<file path="src/rtl/float_divide_if.sv">
// Handshake and result bundle for the sequential binary32 divider.
interface float_divide_if;
  logic        start;
  logic [31:0] A;
  logic [31:0] B;
  logic        busy;
  logic        done;
  logic [31:0] quotient;
  logic        exception;
  logic        divide_by_zero;
  logic        overflow;
  logic        underflow;
  logic        zero;

  modport master (
    output start, A, B,
    input  busy, done, quotient, exception, divide_by_zero, overflow, underflow, zero
  );

  modport slave (
    input  start, A, B,
    output busy, done, quotient, exception, divide_by_zero, overflow, underflow, zero
  );
endinterface

</file>
<file path="src/rtl/float_divide.sv">
// Sequential binary32 divider: radix-2 restoring mantissa division, one
// quotient bit per cycle, fixed 28-cycle latency from accept to done.
module float_divide (
  input  logic           clk,
  input  logic           rst,
  float_divide_if.slave  bus
);

  typedef enum logic [1:0] {IDLE, DIV, ROUND} state_t;

  state_t      state_q;
  logic        sign_q;
  logic [7:0]  ea_q, eb_q;
  logic [23:0] mb_q;
  logic [24:0] rem_q;
  logic [26:0] q_q;
  logic [4:0]  cnt_q;
  logic        exc_q, dbz_q, zro_q;
  logic        busy_q, done_q;
  logic [31:0] quot_q;
  logic        exc_o_q, dbz_o_q, ovf_o_q, unf_o_q, zro_o_q;

  // One restoring step: subtract divisor when it fits, then shift left.
  logic        ge_d;
  logic [24:0] diff_d, rem_d;
  always_comb begin
    ge_d   = rem_q >= {1'b0, mb_q};
    diff_d = rem_q - {1'b0, mb_q};
    rem_d  = ge_d ? {diff_d[23:0], 1'b0} : {rem_q[23:0], 1'b0};
  end

  // Normalize the 27-bit quotient, round to nearest even, form exponent.
  logic        hi_d, g_d, s_d, rup_d;
  logic [22:0] mant_d;
  logic [23:0] msum_d;
  logic signed [9:0] exp_d;
  logic        ovf_d, unf_d;
  always_comb begin
    hi_d   = q_q[26];
    mant_d = hi_d ? q_q[25:3] : q_q[24:2];
    g_d    = hi_d ? q_q[2] : q_q[1];
    s_d    = (hi_d ? |q_q[1:0] : q_q[0]) | (rem_q != 25'd0);
    rup_d  = g_d & (s_d | mant_d[0]);
    msum_d = {1'b0, mant_d} + {23'd0, rup_d};
    exp_d  = {2'b00, ea_q} - {2'b00, eb_q} + 10'd127 - {9'd0, ~hi_d} + {9'd0, msum_d[23]};
    ovf_d  = exp_d >= 10'sd255;
    unf_d  = exp_d <= 10'sd0;
  end

  // Control FSM, datapath registers and registered result/flags.
  always_ff @(posedge clk or posedge rst) begin
    if (rst) begin
      state_q <= IDLE;
      sign_q  <= 1'b0;
      ea_q    <= '0;
      eb_q    <= '0;
      mb_q    <= '0;
      rem_q   <= '0;
      q_q     <= '0;
      cnt_q   <= '0;
      exc_q   <= 1'b0;
      dbz_q   <= 1'b0;
      zro_q   <= 1'b0;
      busy_q  <= 1'b0;
      done_q  <= 1'b0;
      quot_q  <= '0;
      exc_o_q <= 1'b0;
      dbz_o_q <= 1'b0;
      ovf_o_q <= 1'b0;
      unf_o_q <= 1'b0;
      zro_o_q <= 1'b0;
    end else begin
      done_q <= 1'b0;
      case (state_q)
        IDLE: if (bus.start) begin
          state_q <= DIV;
          busy_q  <= 1'b1;
          sign_q  <= bus.A[31] ^ bus.B[31];
          ea_q    <= bus.A[30:23];
          eb_q    <= bus.B[30:23];
          mb_q    <= {1'b1, bus.B[22:0]};
          rem_q   <= {2'b01, bus.A[22:0]};
          q_q     <= '0;
          cnt_q   <= '0;
          // Exponent 0 is treated as zero (denormals flushed); priority is
          // resolved at pack time, so the classes may overlap here.
          exc_q   <= (&bus.A[30:23]) | (&bus.B[30:23]) |
                     ((bus.A[30:23] == 8'd0) & (bus.B[30:23] == 8'd0));
          dbz_q   <= bus.B[30:23] == 8'd0;
          zro_q   <= bus.A[30:23] == 8'd0;
        end
        DIV: begin
          q_q   <= {q_q[25:0], ge_d};
          rem_q <= rem_d;
          cnt_q <= cnt_q + 5'd1;
          if (cnt_q == 5'd26) state_q <= ROUND;
        end
        ROUND: begin
          state_q <= IDLE;
          busy_q  <= 1'b0;
          done_q  <= 1'b1;
          exc_o_q <= 1'b0;
          dbz_o_q <= 1'b0;
          ovf_o_q <= 1'b0;
          unf_o_q <= 1'b0;
          zro_o_q <= 1'b0;
          if (exc_q) begin
            quot_q <= 32'd0;            exc_o_q <= 1'b1;
          end else if (dbz_q) begin
            quot_q <= {sign_q, 8'hFF, 23'd0}; dbz_o_q <= 1'b1;
          end else if (zro_q) begin
            quot_q <= {sign_q, 31'd0};  zro_o_q <= 1'b1;
          end else if (ovf_d) begin
            quot_q <= {sign_q, 8'hFF, 23'd0}; ovf_o_q <= 1'b1;
          end else if (unf_d) begin
            quot_q <= {sign_q, 31'd0};  unf_o_q <= 1'b1;
          end else begin
            quot_q <= {sign_q, exp_d[7:0], msum_d[22:0]};
          end
        end
        default: state_q <= IDLE;
      endcase
    end
  end

  assign bus.busy           = busy_q;
  assign bus.done           = done_q;
  assign bus.quotient       = quot_q;
  assign bus.exception      = exc_o_q;
  assign bus.divide_by_zero = dbz_o_q;
  assign bus.overflow       = ovf_o_q;
  assign bus.underflow      = unf_o_q;
  assign bus.zero           = zro_o_q;

endmodule

</file>
<file path="src/flat_wrapper.sv">
// flat-port wrapper written by rule: the top's interface ports become plain ports
module float_divide_flat 
  (clk, rst, bus_start, bus_A, bus_B, bus_busy, bus_done, bus_quotient, bus_exception, bus_divide_by_zero, bus_overflow, bus_underflow, bus_zero);
  float_divide_if bus_i ();
  input  logic clk;
  input  logic rst;
  input wire logic [$bits(bus_i.start)-1:0] bus_start;
  input wire logic [$bits(bus_i.A)-1:0] bus_A;
  input wire logic [$bits(bus_i.B)-1:0] bus_B;
  output wire logic [$bits(bus_i.busy)-1:0] bus_busy;
  output wire logic [$bits(bus_i.done)-1:0] bus_done;
  output wire logic [$bits(bus_i.quotient)-1:0] bus_quotient;
  output wire logic [$bits(bus_i.exception)-1:0] bus_exception;
  output wire logic [$bits(bus_i.divide_by_zero)-1:0] bus_divide_by_zero;
  output wire logic [$bits(bus_i.overflow)-1:0] bus_overflow;
  output wire logic [$bits(bus_i.underflow)-1:0] bus_underflow;
  output wire logic [$bits(bus_i.zero)-1:0] bus_zero;
  assign bus_i.start = bus_start;
  assign bus_i.A = bus_A;
  assign bus_i.B = bus_B;
  assign bus_busy = bus_i.busy;
  assign bus_done = bus_i.done;
  assign bus_quotient = bus_i.quotient;
  assign bus_exception = bus_i.exception;
  assign bus_divide_by_zero = bus_i.divide_by_zero;
  assign bus_overflow = bus_i.overflow;
  assign bus_underflow = bus_i.underflow;
  assign bus_zero = bus_i.zero;
  float_divide u_core (.clk(clk), .rst(rst), .bus(bus_i));
endmodule
</file>
<file path="config.mk">
export PLATFORM = sky130hd
export DESIGN_NAME = float_divide_flat
export DESIGN_NICKNAME = d
export VERILOG_FILES = /design/src/rtl/float_divide_if.sv /design/src/rtl/float_divide.sv /design/src/flat_wrapper.sv
export SDC_FILE = /design/constraint.sdc
export NUM_CORES = 1
export LEC_CHECK = 0
export CAP_MARGIN = 15
export CORE_MARGIN = 5
export CORE_UTILIZATION = 61
export DETAILED_ROUTE_END_ITERATION = 6
export PLACE_DENSITY = 0.86
export SLEW_MARGIN = 5
export SYNTH_ARGS = -nofsm -noshare
export SYNTH_HDL_FRONTEND = slang
export SYNTH_SLANG_ARGS = --single-unit
export TNS_END_PERCENT = 1
</file>
<file path="constraint.sdc">
create_clock -name clk -period 9.3 [get_ports clk]
set_clock_uncertainty 0.15 [all_clocks]
set_input_delay 2.325 -clock clk [delete_from_list [all_inputs] [get_ports clk]]
set_output_delay 2.325 -clock clk [all_outputs]
set_load 0.005 [all_outputs]
</file>
; Word level (Yosys, flattened, before mapping)
; Cells that the tools add are included.
[op_classes]
addsub = 7
n_mul = 0
n_div = 0
order_cmp = 3
eq_ne = 5
shift = 0
mux = 36
bitwise = 8
reduce_logical = 13
[op_table]
columns = operator, n
row1 = $mux W31, 4
row2 = $pmux W27 S2, 1
row3 = $mux W25, 2
row4 = $pmux W25 S2, 1
row5 = $mux W32, 1
row6 = $mux W27, 1
row7 = $ge A25 B24 Y1, 1
row8 = $reduce_bool A25 Y1, 1
row9 = $add A23 B1 Y24, 1
row10 = $sub A24 B24 Y24, 1
row11 = $mux W23, 1
row12 = $mux W1, 19
row13 = $logic_not A8 Y1, 2
row14 = $reduce_and A8 Y1, 2
row15 = $add A10 B1 Y10, 1
row16 = $add A10 B7 Y10 const B, 1
row17 = $ge A10 B9 Y1 const B, 1
row18 = $le A10 B1 Y1 const B, 1
row19 = $pmux W5 S2, 1
row20 = $sub A10 B1 Y10, 1
row21 = $sub A8 B8 Y9, 1
row22 = $reduce_and A2 Y1, 4
row23 = $add A5 B1 Y5 const B, 1
row24 = $eq A5 B5 Y1 const B, 1
row25 = other kinds (15), 21
[totals]
register_bits = 142
latch_bits = 0
ramBits = 0
romBits = 0
elab_cells = 91
n_memories = 0

; Depth between registers and ports, before layout
; Gate-level depths: netlist of run 1.
[logic_depth]
ltp_word = 13
depth_mapped = 20

; Worst setup path before layout of run 1
; No wires, ideal clock.
[synth_path]
path_type = register to register
start = reg u_core.q_q[26]
end = reg u_core.quot_q[0] (netlist: u_core.bus.quotient[0])
setup_time_ps = 121
t_arrival_ps = 4102
required_ps = 9029
path_slack_ps = 4927
stages_incl_launch_ff = 17
n_path_buf = 2
path_cell_list = dfrtp_1 > buf_4 > mux2i_1 > or3_1 > nor3_1 > nand2_1 > nor3_1 > fa_1 > ha_1 > inv_1 > fa_1 > inv_1 > or4_1 > nor4_1 > a2111oi_4 > buf_6 > a22o_2
[synth_via]
elab_chain_len = 12
[synth_lines]
columns = element, line_no
row1 = from (decl), float_divide.sv:16  ; logic [26:0] q_q;
row2 = from (signal assigned), float_divide.sv:93  ; q_q <= {q_q[25:0], ge_d};
row3 = $mux W1, float_divide.sv:42  ; s_d = (hi_d ? |q_q[1:0] : q_q[0]) | (rem_q != 25'd0);
row4 = $or A1 B1 Y1, float_divide.sv:42
row5 = $or A1 B1 Y1, float_divide.sv:43  ; rup_d = g_d & (s_d | mant_d[0]);
row6 = $and A1 B1 Y1, float_divide.sv:43
row7 = $add A23 B1 Y24, float_divide.sv:44  ; msum_d = {1'b0, mant_d} + {23'd0, rup_d};
row8 = $add A10 B1 Y10, float_divide.sv:45  ; exp_d = {2'b00, ea_q} - {2'b00, eb_q} + 10'd127 - {9'd0, ~hi_d} + {9'd0, msum_d[23]};
row9 = $le A10 B1 Y1, float_divide.sv:47  ; unf_d = exp_d <= 10'sd0;
row10 = $mux W31, float_divide.sv:115  ; end else if (unf_d) begin
row11 = $mux W31 *, float_divide.sv:113  ; end else if (ovf_d) begin
row12 = $mux W31 *, float_divide.sv:111  ; end else if (zro_q) begin
row13 = $mux W31 *, float_divide.sv:109  ; end else if (dbz_q) begin
row14 = $mux W32 *, float_divide.sv:107  ; if (exc_q) begin
row15 = to (signal assigned), float_divide.sv:118  ; quot_q <= {sign_q, exp_d[7:0], msum_d[22:0]};
row16 = to (decl), float_divide.sv:20  ; logic [31:0] quot_q;
; Mark *: on every way between the ends. The rest lies on a longest branch, timed or not.
; A chain may end at the register's enable or synchronous reset.

; Final worst setup path of run 1
[layout_path]
start = reg u_core.q_q[26]
end = reg u_core.quot_q[27] (netlist: u_core.bus.quotient[27])
[layout_via]
elab_chain_len = 12
[layout_lines]
columns = element, line_no
row1 = $mux W1, float_divide.sv:42
row2 = $or A1 B1 Y1, float_divide.sv:42
row3 = $or A1 B1 Y1, float_divide.sv:43
row4 = $and A1 B1 Y1, float_divide.sv:43
row5 = $add A23 B1 Y24, float_divide.sv:44
row6 = $add A10 B1 Y10 *, float_divide.sv:45
row7 = $le A10 B1 Y1, float_divide.sv:47
row8 = $mux W31, float_divide.sv:115
row9 = $mux W31 *, float_divide.sv:113
row10 = $mux W31 *, float_divide.sv:111
row11 = $mux W31 *, float_divide.sv:109
row12 = $mux W32 *, float_divide.sv:107
; Marked as above.

==> flow_summary.html, run 1 <==
<table>
<tr><th>Metric</th><th>Value</th></tr>
<tr><th colspan="2">Outcome</th></tr>
<tr><td>Outcome</td><td>finished, final reports clean</td></tr>
<tr><th colspan="2">Finish</th></tr>
<tr><td>Total inserted antenna cells</td><td>0</td></tr>
<tr><td>Leading cell type in the layout, fill and taps excluded</td><td>nand2_1</td></tr>
<tr><td>Non-Filler Cell Area, Final</td><td>approximately 11000 µm²</td></tr>
<tr><td>Utilization after layout</td><td>73.4%</td></tr>
<tr><td>Layout Nets</td><td>approximately 1200</td></tr>
<tr><td>Commonest non-fill, non-tap cells in the layout</td><td>nand2_1, dfrtp_1, clkdlybuf4s50_1</td></tr>
<tr><td>Share of post-route cells with drive strength above 1</td><td>7.95%</td></tr>
<tr><td>Area delta synth-&gt;final</td><td>18.7%</td></tr>
<tr><th colspan="2">Routing</th></tr>
<tr><td>Pre-antenna DRT Iters</td><td>5</td></tr>
<tr><td>Total vias in the final route</td><td>7834</td></tr>
<tr><td>DRC violations left</td><td>0</td></tr>
<tr><td>Drt via density</td><td>roughly 6.1</td></tr>
<tr><td>Final routed wirelength across all metal layers</td><td>21500 µm</td></tr>
<tr><td>Remaining number of nets flagged by the antenna check after routing</td><td>0</td></tr>
<tr><td>Average wire per cell in the routed design</td><td>16.8 µm</td></tr>
<tr><td>Number of design-rule violations left by the first detailed-router iteration</td><td>just over 800</td></tr>
<tr><th colspan="2">Synthesis</th></tr>
<tr><td>Most frequently used flop master after synthesis</td><td>dfrtp_1</td></tr>
<tr><td>Async S/R FF share, synth</td><td>100%</td></tr>
<tr><td>Gate Count Post-Synth</td><td>1006</td></tr>
<tr><td>Net Count, Synth</td><td>~1100</td></tr>
<tr><td>Mapped Area</td><td>roughly 9000 µm²</td></tr>
<tr><td>Register area share after synthesis</td><td>39.7%</td></tr>
<tr><td>Yosys synthesis warning count</td><td>0</td></tr>
<tr><td>Synthesized area divided by synthesized cell count</td><td>roughly 9 µm²</td></tr>
<tr><td>Number of enable-type register cells in the synthesized netlist</td><td>0</td></tr>
<tr><td>Flops &amp; latches, synth</td><td>between 100 and 150</td></tr>
<tr><td>Distinct cell type count after synthesis</td><td>between 70 and 80</td></tr>
<tr><th colspan="2">Worst setup path</th></tr>
<tr><td>R2r setup slk</td><td>approximately 3.8 ns</td></tr>
<tr><td>Worst setup endpoint</td><td>u_core.bus.quotient[27]$_DFFE_PP0P_</td></tr>
<tr><td>Setup CP Type</td><td>register to register</td></tr>
<tr><td>Worst EP arrival</td><td>5.74 ns</td></tr>
<tr><td>CP Launch Type</td><td>register</td></tr>
<tr><td>Nature of the critical path endpoint</td><td>register</td></tr>
<tr><td>Data required time of the worst path</td><td>9.50 ns</td></tr>
<tr><td>Endpoint of the worst-slack reg-to-reg timing path</td><td>u_core.bus.quotient[27]$_DFFE_PP0P_</td></tr>
<tr><td>Critical register-to-register path startpoint</td><td>u_core.q_q[26]$_DFFE_PP0P_</td></tr>
<tr><td>Largest fanout of any net on the critical path</td><td>32</td></tr>
<tr><td>Source of the critical timing path</td><td>u_core.q_q[26]$_DFFE_PP0P_</td></tr>
<tr><td>Reg2reg path depth</td><td>18</td></tr>
<tr><th colspan="2">Timing</th></tr>
<tr><td>RSZ-0062 raised after global routing</td><td>no</td></tr>
<tr><td>Max-slew violation total from the final report</td><td>0</td></tr>
<tr><td>Number of failing hold endpoints at the final stage</td><td>0</td></tr>
<tr><td>Number of endpoints failing setup at the final stage</td><td>0</td></tr>
<tr><td>Fin worst setup slack</td><td>3.76 ns</td></tr>
<tr><td>Shortest clock period the worst path allows after layout</td><td>5.54 ns</td></tr>
<tr><td>Worst slew slack as a fraction of its limit</td><td>approximately 33%</td></tr>
<tr><td>Setup TNS after final layout</td><td>0 ns</td></tr>
<tr><td>Highest achievable clock rate</td><td>roughly 180 MHz</td></tr>
<tr><td>Actual slew at the worst max-slew pin</td><td>just over 1 ns</td></tr>
<tr><td>Fraction of the cycle the final worst path needs</td><td>approximately three fifths</td></tr>
<tr><th colspan="2">CTS</th></tr>
<tr><td>Clock tree from TritonCTS</td><td>yes</td></tr>
<tr><td>Clock Path Buffers</td><td>2</td></tr>
<tr><td>Number of H-tree levels</td><td>4</td></tr>
<tr><td>Clock latency of the later-clocked register in the worst-skew pair</td><td>between 0.4 and 0.5 ns</td></tr>
<tr><td>Number of clock buffers inserted by TritonCTS</td><td>17</td></tr>
<tr><td># hold bufs at CTS</td><td>0</td></tr>
<tr><td>Number of instances resized during post-cts repair</td><td>0</td></tr>
<tr><td>Number of post-CTS setup repair buffers</td><td>0</td></tr>
<tr><td>Clk slew on worst S/H paths</td><td>about 0.06 ns</td></tr>
<tr><td>Number of sinks driven by the clock tree</td><td>142</td></tr>
<tr><td>Root Driver</td><td>clkbuf_16</td></tr>
<tr><th colspan="2">Global route</th></tr>
<tr><td>Sum of overflow across all layers after global routing</td><td>0</td></tr>
<tr><td>Pin count of the biggest net entering global routing</td><td>83</td></tr>
<tr><td>Initial antenna violation count</td><td>0</td></tr>
<tr><td>Overall Global Routing Usage</td><td>approximately a quarter</td></tr>
<tr><td>Via count of the first global-routing pass</td><td>about 7200</td></tr>
<tr><td>Wire length of the first global-routing pass</td><td>35900 µm</td></tr>
<tr><th colspan="2">Floorplanning</th></tr>
<tr><td>Die height</td><td>about 130 µm</td></tr>
<tr><td>DIE AREA</td><td>~17000 µm²</td></tr>
<tr><td>Standard cell core area</td><td>between 10000 and 15000 µm²</td></tr>
<tr><td>Initial standard-cell utilization of the core</td><td>between 60 and 70%</td></tr>
<tr><td>Core Rows</td><td>between 40 and 50</td></tr>
<tr><td>Die width</td><td>roughly 130 µm</td></tr>
<tr><td>I/O pin count</td><td>106</td></tr>
<tr><th colspan="2">Placement</th></tr>
<tr><td>Placed inst area</td><td>approximately 10000 µm²</td></tr>
<tr><td>Routability cong.</td><td>between 0.9 and 1</td></tr>
<tr><td>Post-detail-place hpwl</td><td>15100 µm</td></tr>
<tr><td>PortBufs</td><td>between 100 and 150</td></tr>
<tr><td>Place WS</td><td>~3.5 ns</td></tr>
<tr><th colspan="2">Hold path</th></tr>
<tr><td>Class of the tightest hold or removal check</td><td>register to register</td></tr>
<tr><th colspan="2">Job</th></tr>
<tr><td>Max capacitance violation total</td><td>0</td></tr>
</table>
## worst min path at each step
stage | start | end | slack, ns | cells past startpoint
5_1_grt | u_core.mb_q[23]$_DFFE_PP0P_ | u_core.mb_q[23]$_DFFE_PP0P_ | 0.31 | 2
6_report | u_core.mb_q[23]$_DFFE_PP0P_ | u_core.mb_q[23]$_DFFE_PP0P_ | 0.31 | 2
3_3_place_gp | u_core.mb_q[23]$_DFFE_PP0P_ | u_core.mb_q[23]$_DFFE_PP0P_ | 0.29 | 2
2_1_floorplan | u_core.mb_q[23]$_DFFE_PP0P_ | u_core.mb_q[23]$_DFFE_PP0P_ | 0.27 | 2
3_5_place_dp | u_core.mb_q[23]$_DFFE_PP0P_ | u_core.mb_q[23]$_DFFE_PP0P_ | 0.29 | 2
4_1_cts | u_core.mb_q[23]$_DFFE_PP0P_ | u_core.mb_q[23]$_DFFE_PP0P_ | 0.30 | 2
## metrics by stage
| stage | hold slack, ns | std cells |
|---|---|---|
| 6_report | 0.308 | 1278 |
| 5_1_grt | 0.311 | 1278 |
| 4_1_cts | 0.303 | 1277 |
| 3_5_place_dp | 0.291 | 1245 |
| 3_3_place_gp | 0.285 | 1245 |
| 2_1_floorplan | 0.268 | 1006 |
## per-layer routing
metal / wire length (µm) / up-vias / share of wire, % / track usage (%)
met5: 0 / - / 0 / 0
met4: 449 / 0 / 2.1 / 7.62
met3: 1140 / 44 / 5.3 / 4.36
met2: 10300 / 233 / 48 / 39.6
met1: 9580 / 3753 / 45 / 33.7
li1: - / 3804 / - / -
## Yosys cell counts, types with 8 or more instances
cell type  instances  area share, %
ha_1              42            5.9
a211oi_1          19            1.6
xnor2_1           22            2.2
a221o_1            8           0.90
a22o_2            19            2.1
a311oi_1           8           0.78
a21oi_1           45            2.5
clkbuf_1          39            1.6
nand2b_1           8           0.56
nand3_1           45            2.5
a31oi_1           13           0.91
nand4_1           15            1.0
inv_1             62            2.6
o31ai_1           15            1.3
nor2b_1           11           0.77
dfrtp_1          142             40
nor3_1            35            2.0
o21ai_0           70            3.9
a21o_1            16            1.3
nor2_1            41            1.7
nand2_1          154            6.5
mux2i_1           25            2.8
xor2_1            12            1.2
nor4_1            19            1.3
## cell type report
cell class                      count  area, µm²
Fill cell                        1067       3850
Sequential cell                   142       3550
Clock inverter                      8       90.1
Tap cell                          184        230
Clock buffer                       24        472
Multi-Input combinational cell    742       4900
Timing Repair Buffer              116       1140
Inverter                           62        238
## cell families after synthesis
logic type               Yosys count  share of synthesized area, %
AND/OR/NAND/NOR                  359                          19.0
multiplexers                      31                          3.55
flip-flops                       142                          39.7
AO/OA/AOI/OAI                    271                          21.8
adder cells (fa/ha/maj)           46                          6.77
buffers and inverters            122                          5.61
XOR/XNOR                          35                          3.51
## registers in the layout, summed over array words and instances, names as in the netlist
signal,flops
u_core.dbz_q,1
u_core.bus.overflow,1
u_core.q_q,27
u_core.bus.divide_by_zero,1
u_core.state_q,2
u_core.bus.zero,1
u_core.bus.busy,1
u_core.eb_q,8
u_core.bus.exception,1
u_core.mb_q,24
u_core.cnt_q,5
u_core.sign_q,1
u_core.exc_q,1
u_core.rem_q,25
u_core.bus.done,1
u_core.bus.underflow,1
u_core.ea_q,8
u_core.bus.quotient,32
u_core.zro_q,1
## worst max-delay path, stage by stage (launching register included)
cell      delay (ns)
dfrtp_2         0.70
buf_4           0.42
mux2_2          0.23
nand4_1         0.24
nor3_1          0.50
nand2_1         0.12
nor3_1          0.28
fa_1            0.26
ha_1            0.21
inv_1           0.07
fa_1            0.39
nor2b_1         0.18
o31a_1          0.19
o21ai_0         0.10
nand2b_1        0.15
a211oi_4        0.10
nor4_2          0.62
a21o_1          0.37
a221o_1         0.17
Power of run 1 is left out: the tool's default activity adds up to more than one toggle a clock period on the data nets, which glitch-free logic cannot reach.
==> run 2, diff against run 1 <==
--- a/config.mk
+++ b/config.mk
@@ -7,9 +7,9 @@
 export LEC_CHECK = 0
 export CAP_MARGIN = 15
 export CORE_MARGIN = 5
-export CORE_UTILIZATION = 61
+export CORE_UTILIZATION = 52
 export DETAILED_ROUTE_END_ITERATION = 6
-export PLACE_DENSITY = 0.86
+export PLACE_DENSITY = 0.78
 export SLEW_MARGIN = 5
 export SYNTH_ARGS = -nofsm -noshare
 export SYNTH_HDL_FRONTEND = slang
==> constraint.sdc (replaced) <==
create_clock -name clk -period 4.75 [get_ports clk]
set_clock_uncertainty 0.15 [all_clocks]
set_input_delay 1.1875 -clock clk [delete_from_list [all_inputs] [get_ports clk]]
set_output_delay 1.1875 -clock clk [all_outputs]
set_load 0.005 [all_outputs]
==> flow_summary.html, run 2 (synthesis results as in run 1) <==
<table>
<tr><th>Metric</th><th>Value</th></tr>
<tr><th colspan="2">Global route</th></tr>
<tr><td>Wire length of the first global-routing pass</td><td>36000 µm (+0.52%)</td></tr>
<tr><td>Sum of overflow across all layers after global routing</td><td>0 (unchanged)</td></tr>
<tr><td>Overall Global Routing Usage</td><td>21.9% (-2.6 points)</td></tr>
<tr><td>Initial antenna violation count</td><td>0 (unchanged)</td></tr>
<tr><td>Via count of the first global-routing pass</td><td>7397 (+2.3%)</td></tr>
<tr><td>Pin count of the biggest net entering global routing</td><td>143 (+72%)</td></tr>
<tr><th colspan="2">Timing</th></tr>
<tr><td>Fin worst setup slack</td><td>0.293 ns (-3.47 ns)</td></tr>
<tr><td>Shortest clock period the worst path allows after layout</td><td>4.46 ns (-1.08 ns)</td></tr>
<tr><td>Number of endpoints failing setup at the final stage</td><td>0 (unchanged)</td></tr>
<tr><td>RSZ-0062 raised after global routing</td><td>yes</td></tr>
<tr><td>Number of failing hold endpoints at the final stage</td><td>0 (unchanged)</td></tr>
<tr><td>Max-slew violation total from the final report</td><td>0 (unchanged)</td></tr>
<tr><td>Fraction of the cycle the final worst path needs</td><td>93.8% (+34 points)</td></tr>
<tr><td>Worst slew slack as a fraction of its limit</td><td>26.1% (-6.8 points)</td></tr>
<tr><td>Highest achievable clock rate</td><td>224 MHz (+24%)</td></tr>
<tr><td>Actual slew at the worst max-slew pin</td><td>1.11 ns (+0.101 ns)</td></tr>
<tr><th colspan="2">Finish</th></tr>
<tr><td>Commonest non-fill, non-tap cells in the layout</td><td>nand2_1, dfrtp_1, clkdlybuf4s50_1</td></tr>
<tr><td>Utilization after layout</td><td>63.4% (-10 points)</td></tr>
<tr><td>Share of post-route cells with drive strength above 1</td><td>9.32% (+1.4 points)</td></tr>
<tr><td>Layout Nets</td><td>1205 (+0.92%)</td></tr>
<tr><td>Non-Filler Cell Area, Final</td><td>10800 µm² (+2.1%)</td></tr>
<tr><td>Leading cell type in the layout, fill and taps excluded</td><td>nand2_1</td></tr>
<tr><td>FF/Latch Area</td><td>3550 µm² (unchanged)</td></tr>
<tr><td>Total inserted antenna cells</td><td>0 (unchanged)</td></tr>
<tr><td>Flip-flop count of the largest register after layout</td><td>32 (unchanged)</td></tr>
<tr><td>Number of fill cells</td><td>1454 (+36%)</td></tr>
<tr><td>Area delta synth-&gt;final</td><td>21.2%</td></tr>
<tr><td>Area taken by multi-input logic gates</td><td>4920 µm² (+0.33%)</td></tr>
<tr><td>Final cell count without fillers</td><td>1330 (+4.1%)</td></tr>
<tr><th colspan="2">CTS</th></tr>
<tr><td>Clk slew on worst S/H paths</td><td>0.06 ns (about the same)</td></tr>
<tr><td>Number of clock buffers inserted by TritonCTS</td><td>17 (unchanged)</td></tr>
<tr><td>Clock tree from TritonCTS</td><td>yes</td></tr>
<tr><td>Number of H-tree levels</td><td>4 (unchanged)</td></tr>
<tr><td>Clock latency of the later-clocked register in the worst-skew pair</td><td>0.42 ns (about the same)</td></tr>
<tr><td>Number of sinks driven by the clock tree</td><td>142 (unchanged)</td></tr>
<tr><td>Root Driver</td><td>clkbuf_16</td></tr>
<tr><td>Clock Path Buffers</td><td>2 (unchanged)</td></tr>
<tr><th colspan="2">Floorplanning</th></tr>
<tr><td>Standard cell core area</td><td>17100 µm² (+18%)</td></tr>
<tr><td>Die height</td><td>141 µm (+7.7%)</td></tr>
<tr><td>DIE AREA</td><td>19900 µm² (+16%)</td></tr>
<tr><td>I/O pin count</td><td>106 (unchanged)</td></tr>
<tr><td>Die width</td><td>141 µm (+7.7%)</td></tr>
<tr><td>Initial standard-cell utilization of the core</td><td>52.3% (-9.5 points)</td></tr>
<tr><td>Core Rows</td><td>48 (+9.1%)</td></tr>
<tr><th colspan="2">Worst setup path</th></tr>
<tr><td>CP Buf/Inv Count</td><td>3 (+1)</td></tr>
<tr><td>Dominant delay contributor by cell family on the critical path</td><td>compound AO/OA/AOI/OAI gates</td></tr>
<tr><td>Critical register-to-register path startpoint</td><td>u_core.q_q[26]$_DFFE_PP0P_</td></tr>
<tr><td>Worst EP arrival</td><td>4.67 ns (-1.07 ns)</td></tr>
<tr><td>Reg2reg path depth</td><td>19 (+1)</td></tr>
<tr><td>Max stage delay on crit path</td><td>0.46 ns (-0.24 ns)</td></tr>
<tr><td>Cell at the slowest stage of the critical path</td><td>dfrtp_2</td></tr>
<tr><td>R2r setup slk</td><td>0.29 ns (-3.47 ns)</td></tr>
<tr><td>CP Launch Type</td><td>register</td></tr>
<tr><td>Endpoint of the worst-slack reg-to-reg timing path</td><td>u_core.bus.quotient[0]$_DFFE_PP0P_</td></tr>
<tr><td>Setup CP Type</td><td>register to register</td></tr>
<tr><td>Data required time of the worst path</td><td>4.97 ns (-4.53 ns)</td></tr>
<tr><td>Nature of the critical path endpoint</td><td>register</td></tr>
<tr><td>Cell-by-cell listing of the critical path</td><td>buf_4 &gt; mux2_2 &gt; nand4_1 &gt; nor3_2 &gt; nand2_1 &gt; nor3_2 &gt; fa_1 &gt; ha_1 &gt; inv_1 &gt; fa_1 &gt; nor2b_1 &gt; o31a_1 &gt; o211ai_1 &gt; nand4b_1 &gt; o22a_2 &gt; o221a_4 &gt; a2111oi_4 &gt; buf_4 &gt; a22o_2</td></tr>
<tr><td>Largest fanout of any net on the critical path</td><td>12 (-63%)</td></tr>
<tr><th colspan="2">Hold path</th></tr>
<tr><td>Class of the tightest hold or removal check</td><td>register to register</td></tr>
<tr><td>Hold depth</td><td>2 (unchanged)</td></tr>
<tr><td>Worst hold endpoint</td><td>u_core.mb_q[23]$_DFFE_PP0P_</td></tr>
<tr><td>Hold path start</td><td>u_core.mb_q[23]$_DFFE_PP0P_</td></tr>
<tr><th colspan="2">Routing</th></tr>
<tr><td>Total vias in the final route</td><td>7895 (+0.78%)</td></tr>
<tr><td>Drt via density</td><td>5.94 (-3.2%)</td></tr>
<tr><td>DRC violations left</td><td>0 (unchanged)</td></tr>
<tr><td>Final routed wirelength across all metal layers</td><td>21800 µm (+1.5%)</td></tr>
<tr><td>Average wire per cell in the routed design</td><td>16.4 µm (-2.4%)</td></tr>
<tr><td>Number of design-rule violations left by the first detailed-router iteration</td><td>523 (-35%)</td></tr>
<tr><td>Remaining number of nets flagged by the antenna check after routing</td><td>0 (unchanged)</td></tr>
<tr><td>Pre-antenna DRT Iters</td><td>7 (+2)</td></tr>
<tr><th colspan="2">Placement</th></tr>
<tr><td>Placed inst area</td><td>10200 µm² (+1.7%)</td></tr>
<tr><td>PortBufs</td><td>105 (unchanged)</td></tr>
<tr><td>Placed cell count</td><td>1297 (+4.2%)</td></tr>
<tr><td>Routability cong.</td><td>0.919 (-2.5%)</td></tr>
<tr><td>Place WS</td><td>0.190 ns (-3.35 ns)</td></tr>
<tr><td>Post-detail-place hpwl</td><td>15500 µm (+2.4%)</td></tr>
<tr><th colspan="2">Outcome</th></tr>
<tr><td>Outcome</td><td>finished, final reports clean</td></tr>
<tr><th colspan="2">Job</th></tr>
<tr><td>Max capacitance violation total</td><td>0 (unchanged)</td></tr>
</table>
run 2: worst max path at each step:
stage | startpoint | endpoint | slack, ns | cells past startpoint
floorplan | u_core.q_q[26]$_DFFE_PP0P_ | u_core.bus.quotient[0]$_DFFE_PP0P_ | 0.38 | 16
global route | u_core.q_q[26]$_DFFE_PP0P_ | u_core.bus.quotient[8]$_DFFE_PP0P_ | -0.04 | 19
finish | u_core.q_q[26]$_DFFE_PP0P_ | u_core.bus.quotient[0]$_DFFE_PP0P_ | 0.29 | 19
global placement | u_core.q_q[26]$_DFFE_PP0P_ | u_core.bus.quotient[0]$_DFFE_PP0P_ | 0.30 | 16
detailed placement | u_core.q_q[26]$_DFFE_PP0P_ | u_core.bus.quotient[0]$_DFFE_PP0P_ | 0.19 | 16
CTS | u_core.q_q[26]$_DFFE_PP0P_ | u_core.bus.quotient[0]$_DFFE_PP0P_ | 0.15 | 16
run 2: through the flow:
step / hold WS [ns] / setup TNS (ns)
floorplan: 0.268 / 0
global placement: 0.282 / 0
detailed placement: 0.291 / 0
CTS: 0.305 / 0
global route: 0.330 / -0.527
finish: 0.299 / 0
run 2: what timing repair did:
item	4_1_cts	5_1_grt
setup buffers	0	0
setup endpoints to repair	0	31
hold buffers	0	0
gates resized for setup	0	7
run 2: layer usage:
layer	GRT usage, %	part of all wire [%]	vias up
li1	-	-	3828
met3	3.70	5.1	27
met4	6.02	1.4	0
met5	0	0	-
met2	36.0	48	236
met1	30.0	45	3804
run 2: cell type report:
| class | count | share of cell area (%) |
|---|---|---|
| tap | 225 | 2.60 |
| timing repair buffer | 127 | 11.6 |
| multi-input combinational | 742 | 45.4 |
| clock inverter | 11 | 1.32 |
| sequential | 142 | 32.8 |
| inverter | 62 | 2.18 |
| clock buffer | 21 | 4.15 |
run 2: tightest hold or removal path, stage by stage (launching register included):
cell and delay (ns):
dfrtp_1 0.32, inv_1 0.05, nand2_1 0.05
Power of run 2 is left out for the same reason.
==> run 3, diff against run 2 <==
--- a/config.mk
+++ b/config.mk
@@ -10,6 +10,7 @@
 export CORE_UTILIZATION = 52
 export DETAILED_ROUTE_END_ITERATION = 6
 export PLACE_DENSITY = 0.78
+export RECOVER_POWER = 100
 export SLEW_MARGIN = 5
 export SYNTH_ARGS = -nofsm -noshare
 export SYNTH_HDL_FRONTEND = slang
==> flow_summary.html, run 3 (synthesis results as in run 1) <==
<table>
<tr><th>Metric</th><th>Value</th></tr>
<tr><th colspan="2">CTS</th></tr>
<tr><td>Clock latency of the later-clocked register in the worst-skew pair</td><td>0.42 ns (about the same)</td></tr>
<tr><td>Clock Path Buffers</td><td>2 (unchanged)</td></tr>
<tr><td>Number of H-tree levels</td><td>4 (unchanged)</td></tr>
<tr><td>Clk slew on worst S/H paths</td><td>0.06 ns (about the same)</td></tr>
<tr><td>Number of instances resized during post-cts repair</td><td>0 (unchanged)</td></tr>
<tr><td># hold bufs at CTS</td><td>0 (unchanged)</td></tr>
<tr><td>Number of sinks driven by the clock tree</td><td>142 (unchanged)</td></tr>
<tr><td>Root Driver</td><td>clkbuf_16</td></tr>
<tr><td>Number of post-CTS setup repair buffers</td><td>0 (unchanged)</td></tr>
<tr><td>Clock tree from TritonCTS</td><td>yes</td></tr>
<tr><td>Number of clock buffers inserted by TritonCTS</td><td>17 (unchanged)</td></tr>
<tr><th colspan="2">Worst setup path</th></tr>
<tr><td>R2r setup slk</td><td>0.28 ns (-0.02 ns)</td></tr>
<tr><td>Worst EP arrival</td><td>4.68 ns (about the same)</td></tr>
<tr><td>Largest fanout of any net on the critical path</td><td>12 (unchanged)</td></tr>
<tr><td>Data required time of the worst path</td><td>4.96 ns (about the same)</td></tr>
<tr><td>Nature of the critical path endpoint</td><td>register</td></tr>
<tr><td>CP Launch Type</td><td>register</td></tr>
<tr><td>Reg2reg path depth</td><td>19 (unchanged)</td></tr>
<tr><td>Setup CP Type</td><td>register to register</td></tr>
<tr><td>Source of the critical timing path</td><td>u_core.q_q[26]$_DFFE_PP0P_</td></tr>
<tr><td>Critical register-to-register path startpoint</td><td>u_core.q_q[26]$_DFFE_PP0P_</td></tr>
<tr><td>Endpoint of the worst-slack reg-to-reg timing path</td><td>u_core.bus.quotient[0]$_DFFE_PP0P_</td></tr>
<tr><th colspan="2">Timing</th></tr>
<tr><td>Number of endpoints failing setup at the final stage</td><td>0 (unchanged)</td></tr>
<tr><td>Highest achievable clock rate</td><td>224 MHz (-0.37%)</td></tr>
<tr><td>RSZ-0062 raised after global routing</td><td>yes</td></tr>
<tr><td>Number of failing hold endpoints at the final stage</td><td>0 (unchanged)</td></tr>
<tr><td>Fraction of the cycle the final worst path needs</td><td>94.2% (+0.35 points)</td></tr>
<tr><td>Max-slew violation total from the final report</td><td>229 (+229)</td></tr>
<tr><td>Actual slew at the worst max-slew pin</td><td>1.97 ns (+0.858 ns)</td></tr>
<tr><td>Worst slew slack as a fraction of its limit</td><td>-31.0% (-57 points)</td></tr>
<tr><td>Hold WS</td><td>0.299 ns (+0.000165 ns)</td></tr>
<tr><td>Shortest clock period the worst path allows after layout</td><td>4.47 ns (+0.0165 ns)</td></tr>
<tr><th colspan="2">Hold path</th></tr>
<tr><td>Hold path start</td><td>u_core.mb_q[23]$_DFFE_PP0P_</td></tr>
<tr><td>Worst hold endpoint</td><td>u_core.mb_q[23]$_DFFE_PP0P_</td></tr>
<tr><td>Class of the tightest hold or removal check</td><td>register to register</td></tr>
<tr><td>Hold depth</td><td>2 (unchanged)</td></tr>
<tr><th colspan="2">Routing</th></tr>
<tr><td>Drt via density</td><td>5.93 (about the same)</td></tr>
<tr><td>Total vias in the final route</td><td>7888 (-0.089%)</td></tr>
<tr><td>Pre-antenna DRT Iters</td><td>5 (-2)</td></tr>
<tr><td>DRC violations left</td><td>0 (unchanged)</td></tr>
<tr><td>Top metal layer carrying routed signals</td><td>met4</td></tr>
<tr><td>Detailed route wirelength on metal3</td><td>1260 µm (+12%)</td></tr>
<tr><td>Sum of met2 wire segment lengths after detailed routing</td><td>10500 µm (-0.57%)</td></tr>
<tr><td>Number of design-rule violations left by the first detailed-router iteration</td><td>545 (+4.2%)</td></tr>
<tr><td>Met1 WL</td><td>9660 µm (-1.9%)</td></tr>
<tr><td>Remaining number of nets flagged by the antenna check after routing</td><td>0 (unchanged)</td></tr>
<tr><td>Final routed wirelength across all metal layers</td><td>21700 µm (-0.35%)</td></tr>
<tr><td>Average wire per cell in the routed design</td><td>16.3 µm (-0.35%)</td></tr>
<tr><th colspan="2">Placement</th></tr>
<tr><td>PortBufs</td><td>105 (unchanged)</td></tr>
<tr><td>Placed inst area</td><td>10200 µm² (unchanged)</td></tr>
<tr><td>Routability cong.</td><td>0.919 (unchanged)</td></tr>
<tr><td>Post-detail-place hpwl</td><td>15500 µm (unchanged)</td></tr>
<tr><th colspan="2">Finish</th></tr>
<tr><td>Area delta synth-&gt;final</td><td>20.5%</td></tr>
<tr><td>Share of post-route cells with drive strength above 1</td><td>8.51% (-0.81 points)</td></tr>
<tr><td>Total inserted antenna cells</td><td>0 (unchanged)</td></tr>
<tr><td>Leading cell type in the layout, fill and taps excluded</td><td>nand2_1</td></tr>
<tr><td>Number of fill cells</td><td>1460 (+0.41%)</td></tr>
<tr><td>Area taken by multi-input logic gates</td><td>4900 µm² (-0.36%)</td></tr>
<tr><td>Flip-flop count of the largest register after layout</td><td>32 (unchanged)</td></tr>
<tr><td>Commonest non-fill, non-tap cells in the layout</td><td>nand2_1, dfrtp_1, o21ai_0</td></tr>
<tr><td>Non-Filler Cell Area, Final</td><td>10800 µm² (-0.57%)</td></tr>
<tr><td>FF/Latch Area</td><td>3550 µm² (unchanged)</td></tr>
<tr><td>Layout Nets</td><td>1205 (unchanged)</td></tr>
<tr><th colspan="2">Global route</th></tr>
<tr><td>Overall Global Routing Usage</td><td>21.9% (unchanged)</td></tr>
<tr><td>Initial antenna violation count</td><td>0 (unchanged)</td></tr>
<tr><td>Pin count of the biggest net entering global routing</td><td>143 (unchanged)</td></tr>
<tr><td>Wire length of the first global-routing pass</td><td>36000 µm (unchanged)</td></tr>
<tr><td>Via count of the first global-routing pass</td><td>7397 (unchanged)</td></tr>
<tr><td>Sum of overflow across all layers after global routing</td><td>0 (unchanged)</td></tr>
<tr><th colspan="2">Job</th></tr>
<tr><td>Max capacitance violation total</td><td>3 (+3)</td></tr>
<tr><th colspan="2">Outcome</th></tr>
<tr><td>Outcome</td><td>finished with violations</td></tr>
<tr><td>Violated checks</td><td>capacitance limit, slew limit</td></tr>
<tr><th colspan="2">Floorplanning</th></tr>
<tr><td>Die height</td><td>141 µm (unchanged)</td></tr>
<tr><td>DIE AREA</td><td>19900 µm² (unchanged)</td></tr>
<tr><td>Standard cell core area</td><td>17100 µm² (unchanged)</td></tr>
<tr><td>Core Rows</td><td>48 (unchanged)</td></tr>
<tr><td>Die width</td><td>141 µm (unchanged)</td></tr>
<tr><td>Initial standard-cell utilization of the core</td><td>52.3% (unchanged)</td></tr>
<tr><td>I/O pin count</td><td>106 (unchanged)</td></tr>
</table>
## run 3: layout make-up
cell class,instances,share of cell area [%]
clock inverters,11,1.32
flip-flops and latches,142,33.0
inverters,62,2.19
well taps,225,2.61
multi-input cells,742,45.4
clock buffers,21,4.18
repair buffers,127,11.3
## run 3: worst max-delay path by stage
| stage | endpoint | slack (ns) | cells after the start |
|---|---|---|---|
| 6_report | u_core.bus.quotient[0]$_DFFE_PP0P_ | 0.28 | 19 |
| 5_1_grt | u_core.bus.quotient[8]$_DFFE_PP0P_ | -0.04 | 19 |
| 4_1_cts | u_core.bus.quotient[0]$_DFFE_PP0P_ | 0.15 | 16 |
| 3_5_place_dp | u_core.bus.quotient[0]$_DFFE_PP0P_ | 0.19 | 16 |
| 3_3_place_gp | u_core.bus.quotient[0]$_DFFE_PP0P_ | 0.30 | 16 |
| 2_1_floorplan | u_core.bus.quotient[0]$_DFFE_PP0P_ | 0.38 | 16 |
## run 3: stage by stage
stage,instances,TNS [ns],setup slack [ns],utilization (%)
floorplan,1006,0,0.377,-
global placement,1297,0,0.296,59.7
detailed placement,1297,0,0.190,59.7
CTS,1329,0,0.154,63.2
global route,1330,-0.527,-0.0438,63.0
finish,1330,0,0.276,63.0
## run 3: layer usage
metal / global-route usage, % / vias to the layer above
li1: - / 3827
met1: 30.0 / 3750
met2: 36.0 / 276
met3: 3.70 / 35
met4: 6.02 / 0
met5: 0 / -
## run 3: worst max-delay path, stage by stage (launching register included)
cell	delay, ns
dfrtp_2	0.46
buf_4	0.20
mux2_2	0.24
nand4_1	0.16
nor3_2	0.27
nand2_1	0.12
nor3_2	0.21
fa_1	0.20
ha_1	0.19
inv_1	0.06
fa_1	0.39
nor2b_1	0.17
o31a_1	0.19
o211ai_1	0.11
nand4b_1	0.19
o22a_2	0.25
o221a_4	0.14
a2111oi_4	0.31
buf_4	0.26
a22o_2	0.15
Power of run 3 is left out for the same reason.
